File: src/rtl/clk_ratio_meter.sv
`default_nettype none
// ============================================================================
//  Module   : clk_ratio_meter
//  Purpose  : Measures period and high time of a divided clock (sig_in) in
//             clkin cycles, reports lock once the ratio is stable, and flags
//             dead or stuck inputs with a sticky timeout.
//  Revision : 1.0  initial release
// ============================================================================
module clk_ratio_meter #(
    parameter int CNT_W  = 8,
    parameter int LOCK_N = 3
) (
    input  logic             clkin,
    input  logic             rst,
    input  logic             sig_in,
    output logic [CNT_W-1:0] period,
    output logic [CNT_W-1:0] high_time,
    output logic             meas_valid,
    output logic             locked,
    output logic             timeout
);

    localparam int                c_MC_W     = $clog2(LOCK_N + 1);
    localparam logic [CNT_W-1:0]  c_MAX      = '1;
    localparam logic [CNT_W-1:0]  c_ONE      = CNT_W'(1);
    localparam logic [c_MC_W-1:0] c_LOCK     = c_MC_W'(LOCK_N);
    localparam logic [c_MC_W-1:0] c_MC_ONE   = c_MC_W'(1);

    localparam logic [1:0] IDLE  = 2'd0;   // waiting for a reference edge
    localparam logic [1:0] ARMED = 2'd1;   // one edge seen, next edge measures
    localparam logic [1:0] TRACK = 2'd2;   // measuring and comparing

    logic              r_s1;
    logic              r_s2;
    logic              r_s3;
    logic [1:0]        r_state;
    logic [CNT_W-1:0]  r_cnt_p;
    logic [CNT_W-1:0]  r_cnt_h;
    logic [CNT_W-1:0]  r_period;
    logic [CNT_W-1:0]  r_high;
    logic              r_meas_valid;
    logic              r_locked;
    logic              r_timeout;
    logic [c_MC_W-1:0] r_match_cnt;

    logic              w_rise;
    logic              w_timeout_hit;
    logic              w_match;
    logic [c_MC_W-1:0] w_mc_next;

    // Rising edge of the synchronised input; a rise at cnt_p==MAX is a
    // legitimate period-MAX measurement, so it suppresses the timeout.
    assign w_rise        = r_s2 & ~r_s3;
    assign w_timeout_hit = (r_cnt_p == c_MAX) && !w_rise;
    // Compare the counts that are about to be loaded against the last result.
    assign w_match       = (r_cnt_p == r_period) && (r_cnt_h == r_high);
    assign w_mc_next     = !w_match ? '0 :
                           (r_match_cnt >= c_LOCK) ? c_LOCK : r_match_cnt + c_MC_ONE;

    // Three-flop synchronizer; reset preloads sig_in so no edge appears on exit.
    always_ff @(posedge clkin) begin
        if (rst) begin
            r_s1 <= sig_in;
            r_s2 <= sig_in;
            r_s3 <= sig_in;
        end else begin
            r_s1 <= sig_in;
            r_s2 <= r_s1;
            r_s3 <= r_s2;
        end
    end

    // Saturating period and high-time counters, restarted on every rise.
    always_ff @(posedge clkin) begin
        if (rst) begin
            r_cnt_p <= '0;
            r_cnt_h <= '0;
        end else if (w_rise) begin
            r_cnt_p <= c_ONE;
            r_cnt_h <= c_ONE;
        end else begin
            if (r_cnt_p != c_MAX) begin
                r_cnt_p <= r_cnt_p + c_ONE;
            end
            if (r_cnt_h != c_MAX) begin
                r_cnt_h <= r_cnt_h + {{(CNT_W-1){1'b0}}, r_s2};
            end
        end
    end

    // Measurement FSM: capture results on rise, track lock, handle timeout.
    always_ff @(posedge clkin) begin
        if (rst) begin
            r_state      <= IDLE;
            r_period     <= '0;
            r_high       <= '0;
            r_meas_valid <= 1'b0;
            r_locked     <= 1'b0;
            r_timeout    <= 1'b0;
            r_match_cnt  <= '0;
        end else begin
            r_meas_valid <= 1'b0;
            if (w_timeout_hit) begin
                r_timeout   <= 1'b1;
                r_state     <= IDLE;
                r_locked    <= 1'b0;
                r_match_cnt <= '0;
                r_period    <= '0;
                r_high      <= '0;
            end else if (w_rise) begin
                case (r_state)
                    IDLE: begin
                        r_state <= ARMED;
                    end
                    ARMED: begin
                        r_period     <= r_cnt_p;
                        r_high       <= r_cnt_h;
                        r_meas_valid <= 1'b1;
                        r_timeout    <= 1'b0;
                        r_match_cnt  <= '0;
                        r_locked     <= 1'b0;
                        r_state      <= TRACK;
                    end
                    TRACK: begin
                        r_period     <= r_cnt_p;
                        r_high       <= r_cnt_h;
                        r_meas_valid <= 1'b1;
                        r_timeout    <= 1'b0;
                        r_match_cnt  <= w_mc_next;
                        r_locked     <= (w_mc_next >= c_LOCK);
                    end
                    default: begin
                        r_state <= IDLE;
                    end
                endcase
            end
        end
    end

    assign period     = r_period;
    assign high_time  = r_high;
    assign meas_valid = r_meas_valid;
    assign locked     = r_locked;
    assign timeout    = r_timeout;

endmodule
`default_nettype wire

File: config.mk
export PLATFORM = sky130hd
export DESIGN_NAME = clk_ratio_meter
export DESIGN_NICKNAME = d
export VERILOG_FILES = /design/src/rtl/clk_ratio_meter.sv
export SDC_FILE = /design/constraint.sdc
export NUM_CORES = 1
export LEC_CHECK = 0
export CORE_MARGIN = 3
export CORE_UTILIZATION = 54
export DETAILED_ROUTE_END_ITERATION = 12
export PLACE_DENSITY = 0.81
export SKIP_CTS_REPAIR_TIMING = 1
export SLEW_MARGIN = 20
export SYNTH_ARGS = -nofsm -noshare
export SYNTH_HDL_FRONTEND = slang
export SYNTH_SLANG_ARGS = --single-unit
File: constraint.sdc
create_clock -name clkin -period 2.43 [get_ports clkin]
set_clock_uncertainty 0.15 [all_clocks]
set_input_delay 0.486 -clock clkin [delete_from_list [all_inputs] [get_ports clkin]]
set_output_delay 0.486 -clock clkin [all_outputs]
set_load 0.02 [all_outputs]
==> metrics.md, run 1 <==
| Metric | Value |
|---|---|
| Status | `complete, no violations` |
| # H-tree levels | `2` |
| Post-synth ARST share | `0%` |
| Multi-input gate area | `930 sq um` |
| Post-Syn Nets | `approximately 220` |
| Crit path max-delay family | `buffers and inverters` |
| Critical path capture point type | `primary output` |
| Detailed-route wire length per cell | `13.0 um` |
| Ys flop type | `dfxtp_1` |
| Post-synth EDFFs | `0` |
| First-pass GRT wire length | `between 6000 and 7000 um` |
| Core Util, Final | `68.0%` |
| Syn_area_per_cell | `8.62 sq um` |
| Die footprint | `~0.0042 sq mm` |
| Port bufs | `21` |
| Final Hold Viols | `0` |
| Post-Syn Area | `approximately 0.0019 sq mm` |
| Sequential Area | `841 sq um` |
| Setup TNS | `0 ps` |
| Initial antenna violation count | `0` |
| Critical path arrival | `between 1000 and 1500 ps` |
| Max rail drop VDD | `509 uV` |
| #FFs+latches synth | `42` |
| Slowest cell delay on critical path | `630 ps` |
| Slew HR | `72.7%` |
| YS warnings | `0` |
| Count leader, synth | `dfxtp_1` |
| Placed cells | `273` |
| Pins Over Slew Limit | `0` |
| P per Cell Area | `about 550 mW/mm^2` |
| Die Y | `64.6 um` |
| Hold path startpoint | `r_s1` |
| FP Rows | `20` |
| Max Freq | `495 MHz` |
| Top area cells in the synthesized netlist | `dfxtp_1 45%, xor2_1 9.4%, nand2_1 7.9%` |
| Setup violators final | `0` |
| WL final | `between 3000 and 4000 um` |
| DP Worst Slack | `between 400 and 500 ps` |
| Nature of the critical path startpoint | `flop` |
| Top cell type by total area after synthesis | `dfxtp_1` |
| GRT overflow | `0` |
| Vias post-DR | `1479` |
| Core footprint | `0.00315 sq mm` |
| Worst slew pin tran | `409 ps` |
| CP max FO | `3` |
| Antenna diodes | `0` |
| Antenna-violating nets left | `0` |
| Layout area overhead | `15.7%` |
| Layout cell share with drive strength beyond 1 | `between 5 and 6%` |
| Largest net degree at the start of global routing | `18` |
| CP bufs+invs | `1` |
| Initial Util | `58.8%` |
| Clock root cell | `clkbuf_4` |
| Post-synth top area share | `45.3%` |
| I/O Pins | `22` |
| DR vias/cell | `~5.3` |
| Final worst setup slack | `411 ps` |
| CTS Sinks | `42` |
| Nets | `around 250` |
| Vias in the first global route | `1419` |
| Worst-path clk slew | `~120 ps` |
| HPWL Detailed | `2650 um` |
| Synthesized instance count | `about 220` |
| Horiz. Die Dim | `64.6 um` |
| Max Cap Viol | `0` |
| Final GP Congestion | `0.813` |
| Starting DRT DRC Count | `83` |
| TritonCTS Buffers | `5` |
| Filler cells | `282` |
| Final Total Pwr | `between 1 and 1.5 mW` |
| CTS tree | `done` |
| Sequential cell area fraction in the yosys report | `45.3%` |
| Synth cell count leaders | `42 x dfxtp_1, 39 x nand2_1, 27 x a21oi_1` |
| RSZ-0062 raised after global routing | `no` |
| Hold crit path type | `reg2reg` |
| Setup crit start | `period[1]` |
| Fin cells | `281` |
| Crit path required time | `1790 ps` |
| CP max-delay cell | `clkdlybuf4s50_1` |
| Clock latency on the worst-skew pair | `around 350 ps` |
| Period utilization | `83.1%` |
| Crit path cell chain | `clkdlybuf4s50_1` |
| Remaining DRCs | `0` |
| DR pass1 iterations | `4` |
| Total Routing Usage GR | `20.4%` |
| Fin crit period | `slightly above 2000 ps` |
| LEAKAGE | `0.865 nW` |
| Crit path kind | `reg2out` |
| Critical R2R Launch | `r_cnt_p[0]` |
| Synth unique cells | `34` |
| Clock buffer depth | `2` |
-- cell usage in the layout (no fill, tap or decap), types with 3 or more instances in the layout --
master	synthesis	routed
nor4_1	4	4
dfxtp_1	42	42
nor3_1	5	5
clkdlybuf4s50_1	0	21
nand3_1	7	7
clkbuf_4	0	5
buf_4	0	3
nand2_1	39	39
a31oi_1	3	3
inv_1	6	6
nand2b_1	3	3
xnor2_1	3	3
o21ai_0	7	7
xor2_1	20	20
nor2_1	13	13
a21oi_1	27	27
ha_1	6	6
-- registers in the layout (all words and copies together) (netlist names) --
signal and flops:
r_s3 1, locked 1, r_state 2, r_cnt_p 8, meas_valid 1, r_s2 1
r_match_cnt 2, high_time 8, r_s1 1, r_cnt_h 8, timeout 1, period 8
-- area by class of cell --
| type | instances | area share [%] |
|---|---|---|
| inverters | 7 | 1.23 |
| clock inverters | 1 | 0.233 |
| flip-flops and latches | 42 | 39.2 |
| multi-input cells | 156 | 43.3 |
| well taps | 44 | 2.57 |
| repair buffers | 24 | 10.9 |
| clock buffers | 7 | 2.57 |
-- path summary, 6_finish.rpt --
check                    end  slack, ps  cells after the start
setup / recovery   period[1]        410                      1
hold / removal          r_s2        310                      2
setup reg to reg  r_state[1]        530                      6
hold reg to reg         r_s2        310                      2
-- cell families after synthesis --
family / after synthesis / synth area share (%)
muxes: 2 / 1.08
adders and majority gates: 6 / 4.05
and+or+nand+nor: 83 / 21.7
xor gates and xnor gates: 23 / 10.9
AOI/OAI and AO/OA: 42 / 12.4
buffers and inverters: 17 / 4.52
DFF: 42 / 45.3
-- where the power goes --
group	internal [mW]	total [mW]	switching, mW
registers	0.703	0.721	0.0175
logic	0.0360	0.0918	0.0559
clock network	0.140	0.362	0.221
total	0.880	1.17	0.295
-- metal layers --
metal  wire length, um  global-route usage [%]  part of all wire (%)
met2              1670                    31.6                    46
met4                40                    6.33                   1.1
met1              1780                    26.7                    49
met3               173                    6.93                   4.7
met5                 0                       0                     0
-- per-stage QoR --
step | cell area [sq um] | hold WS (ps)
final | 2140 | 314
after global routing | 2140 | 335
after CTS | 2140 | 321
after detailed placement | 2080 | 304
after global placement | 2080 | 294
after floorplan | 1850 | 265
Note: power is estimated with default switching activity, not from simulation.
==> inputs of run 2 (changes only) <==
==> constraint.sdc (replaced) <==
create_clock -name clkin -period 1.9 [get_ports clkin]
set_clock_uncertainty 0.15 [all_clocks]
set_input_delay 0.38 -clock clkin [delete_from_list [all_inputs] [get_ports clkin]]
set_output_delay 0.38 -clock clkin [all_outputs]
set_load 0.02 [all_outputs]
==> run 2 against run 1 <==
  * Clock power is 23% higher
  * Combinational power is 41% higher
  * Design area is 4.6% higher
  * Sequential cell count stayed put
  * Sequential power is 28% higher
  * Die area stayed put
  * Non-clock buffer count is 7 higher
  * First-iteration DRC count is 37% lower
  * Utilization is 3.1 points higher
  * Final cell count is 2.5% higher
  * Highest routed layer unchanged
==> metrics.md, run 2 (synthesis gave the netlist of run 1 again) <==
| Metric | Value |
|---|---|
| Vias post-DR | `roughly 1500` |
| Initial Util | `slightly below 60%` |
| Hold path startpoint | `r_s1` |
| Critical path arrival | `1260 ps` |
| Die Y | `64.6 um` |
| Antenna-violating nets left | `0` |
| Hold crit path type | `reg2reg` |
| LEAKAGE | `1.24 nW` |
| Layout cell share with drive strength beyond 1 | `8.61%` |
| Crit path max-delay family | `buffers and inverters` |
| TritonCTS Buffers | `5` |
| Multi-input gate area | `930 sq um` |
| Pins Over Slew Limit | `0` |
| Int Pwr | `between 1 and 1.5 mW` |
| DR pass1 iterations | `4` |
| Slowest cell delay on critical path | `590 ps` |
| Dpl cell area | `0.00214 sq mm` |
| Critical path capture point type | `primary output` |
| P per Cell Area | `667 mW/mm^2` |
| # H-tree levels | `2` |
| FP Rows | `20` |
| HPWL Detailed | `2900 um` |
| CTS Sinks | `between 40 and 50` |
| Fin cells | `288` |
| Crit path cell chain | `clkdlybuf4s50_1` |
| Crit path kind | `reg2out` |
| Combinational power share | `8.7%` |
| Sequential share of power | `61.6%` |
| Critical R2R Launch | `r_cnt_p[0]` |
| Status | `complete, no violations` |
| Starting DRT DRC Count | `52` |
| RSZ-0062 raised after global routing | `no` |
| Worst Hold Path Cells | `2` |
| Layout area overhead | `20.9%` |
| Slew HR | `73.0%` |
| Sequential Area | `841 sq um` |
| DP Worst Slack | `146 ps` |
| Clock buffer depth | `2` |
| Highest-count cells in the layout ignoring fill and taps | `42 x dfxtp_1, 39 x nand2_1, 27 x a21oi_1, 20 x xor2_1, 18 x dlymetal6s2s_1` |
| Vias in the first global route | `1445` |
| Filler cells | `253` |
| Detailed-route wire length per cell | `13.4 um` |
| Worst r2r path cells | `6` |
| Clock root cell | `clkbuf_4` |
| First-pass GRT wire length | `6620 um` |
| Clock latency on the worst-skew pair | `340 ps` |
| Fin crit period | `1790 ps` |
| CTS tree | `done` |
| Sw Share | `24.2%` |
| Max Cap Viol | `0` |
| Worst slew pin tran | `roughly 400 ps` |
| Nets | `~250` |
| R2R Setup Slk | `130 ps` |
| Period utilization | `94.2%` |
| Final GP Congestion | `a little over 0.8` |
| Final worst setup slack | `109 ps` |
| CP bufs+invs | `1` |
| Horiz. Die Dim | `around 65 um` |
| Placed cells | `280` |
| Setup violators final | `0` |
| CP max-delay cell | `clkdlybuf4s50_1` |
| Total Routing Usage GR | `approximately a fifth` |
| Antenna diodes | `0` |
| Crit path required time | `between 1000 and 1500 ps` |
| WHS Endpoint | `r_s2` |
| Core footprint | `0.00315 sq mm` |
| Power share of the clock group | `29.7%` |
| CP max FO | `1` |
| Largest net degree at the start of global routing | `13` |
| Final Cell Area | `0.00224 sq mm` |
| Nature of the critical path startpoint | `flop` |
| Final Hold Viols | `0` |
| Port bufs | `21` |
| Worst R2R End | `r_match_cnt[0]` |
| Worst-path clk slew | `about 110 ps` |
| Max rail drop VDD | `493 uV` |
| Max Freq | `between 500 and 600 MHz` |
| Initial antenna violation count | `0` |
| Die footprint | `0.00417 sq mm` |
| Setup TNS | `0 ps` |
| Psw | `0.362 mW` |
| WL final | `between 3000 and 4000 um` |
| Remaining DRCs | `0` |
| DR vias/cell | `~5.3` |
| I/O Pins | `22` |
| GRT overflow | `0` |
| Commonest non-fill, non-tap cell in the layout | `dfxtp_1` |
==> run 2: layout make-up <==
class                           instances  share of cell area (%)
Multi-Input combinational cell        156                    41.5
Sequential cell                        42                    37.5
Timing Repair Buffer                   31                    14.7
Clock buffer                            7                    2.46
Tap cell                               44                    2.46
Inverter                                7                    1.17
Clock inverter                          1                   0.223
==> run 2: worst reg2reg max path, delay by kind of cell, from the launching register on <==
| family | cells | cell delay (ps) |
|---|---|---|
| adder cells (fa/ha/maj) | 1 | 280 |
| AO/OA/AOI/OAI | 2 | 410 |
| AND/OR/NAND/NOR | 3 | 400 |
| flip-flops | 1 | 450 |
==> run 2: power groups by stage <==
stage / Clock [mW] / Combinational [mW] / Sequential (mW)
floorplan: 0 / 0.0880 / 0.938
global placement: 0 / 0.128 / 0.939
detailed placement: 0 / 0.130 / 0.940
CTS: 0.459 / 0.131 / 0.920
global route: 0.500 / 0.144 / 0.924
finish: 0.444 / 0.129 / 0.921
==> run 2: worst max path at each step <==
| stage | slack [ps] | end | startpoint | cells past startpoint |
|---|---|---|---|---|
| final | 110 | meas_valid | meas_valid | 1 |
| after global routing | 40 | locked | r_cnt_p[0] | 6 |
| after CTS | -20 | period[0] | period[0] | 1 |
| after detailed placement | 150 | r_match_cnt[0] | r_cnt_p[0] | 6 |
| after global placement | 200 | r_match_cnt[1] | r_cnt_p[0] | 5 |
| after floorplan | 210 | r_match_cnt[0] | r_cnt_p[0] | 7 |
==> run 2: per-stage QoR <==
| stage | util (%) | hold slack, ps | power, mW |
|---|---|---|---|
| 2_1_floorplan | - | 258 | 1.03 |
| 3_3_place_gp | 67.8 | 275 | 1.07 |
| 3_5_place_dp | 67.8 | 287 | 1.07 |
| 4_1_cts | 69.7 | 303 | 1.51 |
| 5_1_grt | 71.1 | 326 | 1.57 |
| 6_report | 71.1 | 295 | 1.49 |
==> run 2: routing by layer <==
metal / wire, um / global-route usage, %
met3: 120 / 4.16
met5: 0 / 0
met1: 1840 / 26.2
met2: 1870 / 33.9
met4: 36 / 7.12
==> inputs of run 3 (changes only) <==
--- a/config.mk
+++ b/config.mk
@@ -6,11 +6,11 @@
 export NUM_CORES = 1
 export LEC_CHECK = 0
 export CORE_MARGIN = 3
-export CORE_UTILIZATION = 54
+export CORE_UTILIZATION = 57
+export CTS_BUF_LIST = sky130_fd_sc_hd__clkbuf_4
 export DETAILED_ROUTE_END_ITERATION = 12
-export PLACE_DENSITY = 0.81
+export PLACE_DENSITY = 0.84
 export SKIP_CTS_REPAIR_TIMING = 1
-export SLEW_MARGIN = 20
 export SYNTH_ARGS = -nofsm -noshare
 export SYNTH_HDL_FRONTEND = slang
 export SYNTH_SLANG_ARGS = --single-unit
==> run 3 against run 2 <==
  * Clock-buffer cell count fell by 2
  * Maximum frequency is 2.4% lower
  * Global-route usage is 1.1 points higher
  * Critical endpoint unchanged
  * Worst setup slack got worse by 43 ps
  * Critical path depth is the same
  * Combinational power is essentially flat
  * Die area fell by 4.8%
  * Design area fell by 0.84%
  * Sequential power about the same
==> metrics.md, run 3 (synthesis gave the netlist of run 1 again) <==
| Metric | Value |
|---|---|
| Fin Hold WS | `~300 ps` |
| Largest net degree at the start of global routing | `14` |
| Vias in the first global route | `between 1000 and 1500` |
| CP bufs+invs | `1` |
| Critical path capture point type | `primary output` |
| Crit path cell chain | `clkdlybuf4s50_1` |
| Nets | `250` |
| R2R Setup Slk | `130 ps` |
| Critical path arrival | `around 1300 ps` |
| Status | `complete, no violations` |
| Sequential Area | `about 840 sq um` |
| Crit path kind | `reg2out` |
| Antenna-violating nets left | `0` |
| Layout area overhead | `19.9%` |
| DR pass1 iterations | `4` |
| Clock latency on the worst-skew pair | `~370 ps` |
| Initial Util | `60.2%` |
| TritonCTS Buffers | `5` |
| Clock root cell | `clkbuf_4` |
| Hold crit path type | `reg2reg` |
| Setup violators final | `0` |
| Max rail drop VDD | `523 uV` |
| Worst R2R End | `r_match_cnt[1]` |
| Filler cells | `245` |
| Critical Path Stages | `1` |
| P per Cell Area | `667 mW/mm^2` |
| First-pass GRT wire length | `6680 um` |
| Antenna diodes | `0` |
| Worst-path clk slew | `120 ps` |
| Slowest cell delay on critical path | `~600 ps` |
| Starting DRT DRC Count | `67` |
| Detailed-route wire length per cell | `approximately 14 um` |
| Grt met3 use | `5.76%` |
| Grt met1 use | `between 20% and 30%` |
| Nature of the critical path startpoint | `flop` |
| I/O Pins | `22` |
| Highest-count cells in the layout ignoring fill and taps | `42 x dfxtp_1, 39 x nand2_1, 27 x a21oi_1, 20 x xor2_1, 18 x dlymetal6s2s_1` |
| Critical R2R Launch | `r_cnt_p[5]` |
| CP max FO | `1` |
| DR vias/cell | `5.36` |
| LEAKAGE | `1.22 nW` |
| Worst r2r path cells | `5` |
| Layout cell share with drive strength beyond 1 | `roughly 8.3%` |
| CTS tree | `done` |
| Remaining DRCs | `0` |
| Period utilization | `96.5%` |
| GR met2 Demand/Resource | `34.1%` |
| Fin crit period | `about 1800 ps` |
| HPWL Detailed | `2820 um` |
| Final Hold Viols | `0` |
| WL final | `3860 um` |
| Setup TNS | `0 ps` |
| Crit path required time | `between 1000 and 1500 ps` |
| Die footprint | `0.00397 sq mm` |
| CTS Sinks | `42` |
| Hold path startpoint | `r_s1` |
| Core footprint | `0.00308 sq mm` |
| FP Rows | `20` |
| Clock buffer depth | `2` |
| Worst Hold Path Cells | `2` |
| WHS Endpoint | `r_s2` |
| Commonest non-fill, non-tap cell in the layout | `dfxtp_1` |
| RSZ-0062 raised after global routing | `no` |
| Final GP Congestion | `0.881` |
| Crit path max-delay family | `buffers and inverters` |
| Slew HR | `73.2%` |
| Multi-input gate area | `slightly above 900 sq um` |
| # H-tree levels | `2` |
| Max Freq | `545 MHz` |
| GRT overflow | `0` |
| Total Routing Usage GR | `21.5%` |
| Port bufs | `21` |
| Pins Over Slew Limit | `0` |
| CP max-delay cell | `clkdlybuf4s50_1` |
| Vias post-DR | `1532` |
| Horiz. Die Dim | `63.0 um` |
| Max Cap Viol | `0` |
| Initial antenna violation count | `0` |
| Die Y | `around 63 um` |
| Grt peak-use layer | `met2` |
| Worst slew pin tran | `401 ps` |
-- run 3: cell types whose count changed in the layout (fill, tap and decap cells not counted) --
cell	before	now
clkinv_1	0	1
clkbuf_8	1	0
ha_1	6	5
clkinvlp_4	0	1
ha_2	0	1
buf_4	10	8
clkbuf_1	1	0
-- run 3: cell type report --
cell class	instances	area share (%)
flip-flops and latches	42	37.8
multi-input cells	156	41.9
clock buffers	5	1.69
well taps	44	2.48
clock inverters	3	0.732
repair buffers	29	14.2
inverters	7	1.18
-- run 3: metal layers --
metal	part of all wire [%]	up-vias
li1	-	778
met1	46	702
met2	47	43
met3	5.3	9
met4	1.7	0
met5	0	-
-- run 3: how the worst max path moves through the flow --
stage,start,endpoint
5_1_grt,meas_valid,meas_valid
2_1_floorplan,r_cnt_p[0],r_match_cnt[0]
3_5_place_dp,rst,r_cnt_h[7]
4_1_cts,high_time[7],high_time[7]
6_report,meas_valid,meas_valid
3_3_place_gp,rst,r_cnt_p[1]
-- run 3: metrics by stage --
stage / total power, mW / cells / worst slack [ps] / area [sq um] / utilization (%)
6_report: 1.48 / 286 / 65.8 / 2220 / 72.2
3_3_place_gp: 1.06 / 278 / 184 / 2120 / 68.9
2_1_floorplan: 1.03 / 215 / 212 / 1850 / -
3_5_place_dp: 1.07 / 278 / 146 / 2120 / 68.9
5_1_grt: 1.56 / 286 / 8.95 / 2220 / 72.2
4_1_cts: 1.49 / 286 / -40.6 / 2180 / 70.7
-- run 3: power breakdown --
group          switching (mW)  internal, mW  total (mW)
Combinational          0.0743        0.0525       0.127
Sequential             0.0213         0.900       0.921
Clock                   0.297         0.138       0.435
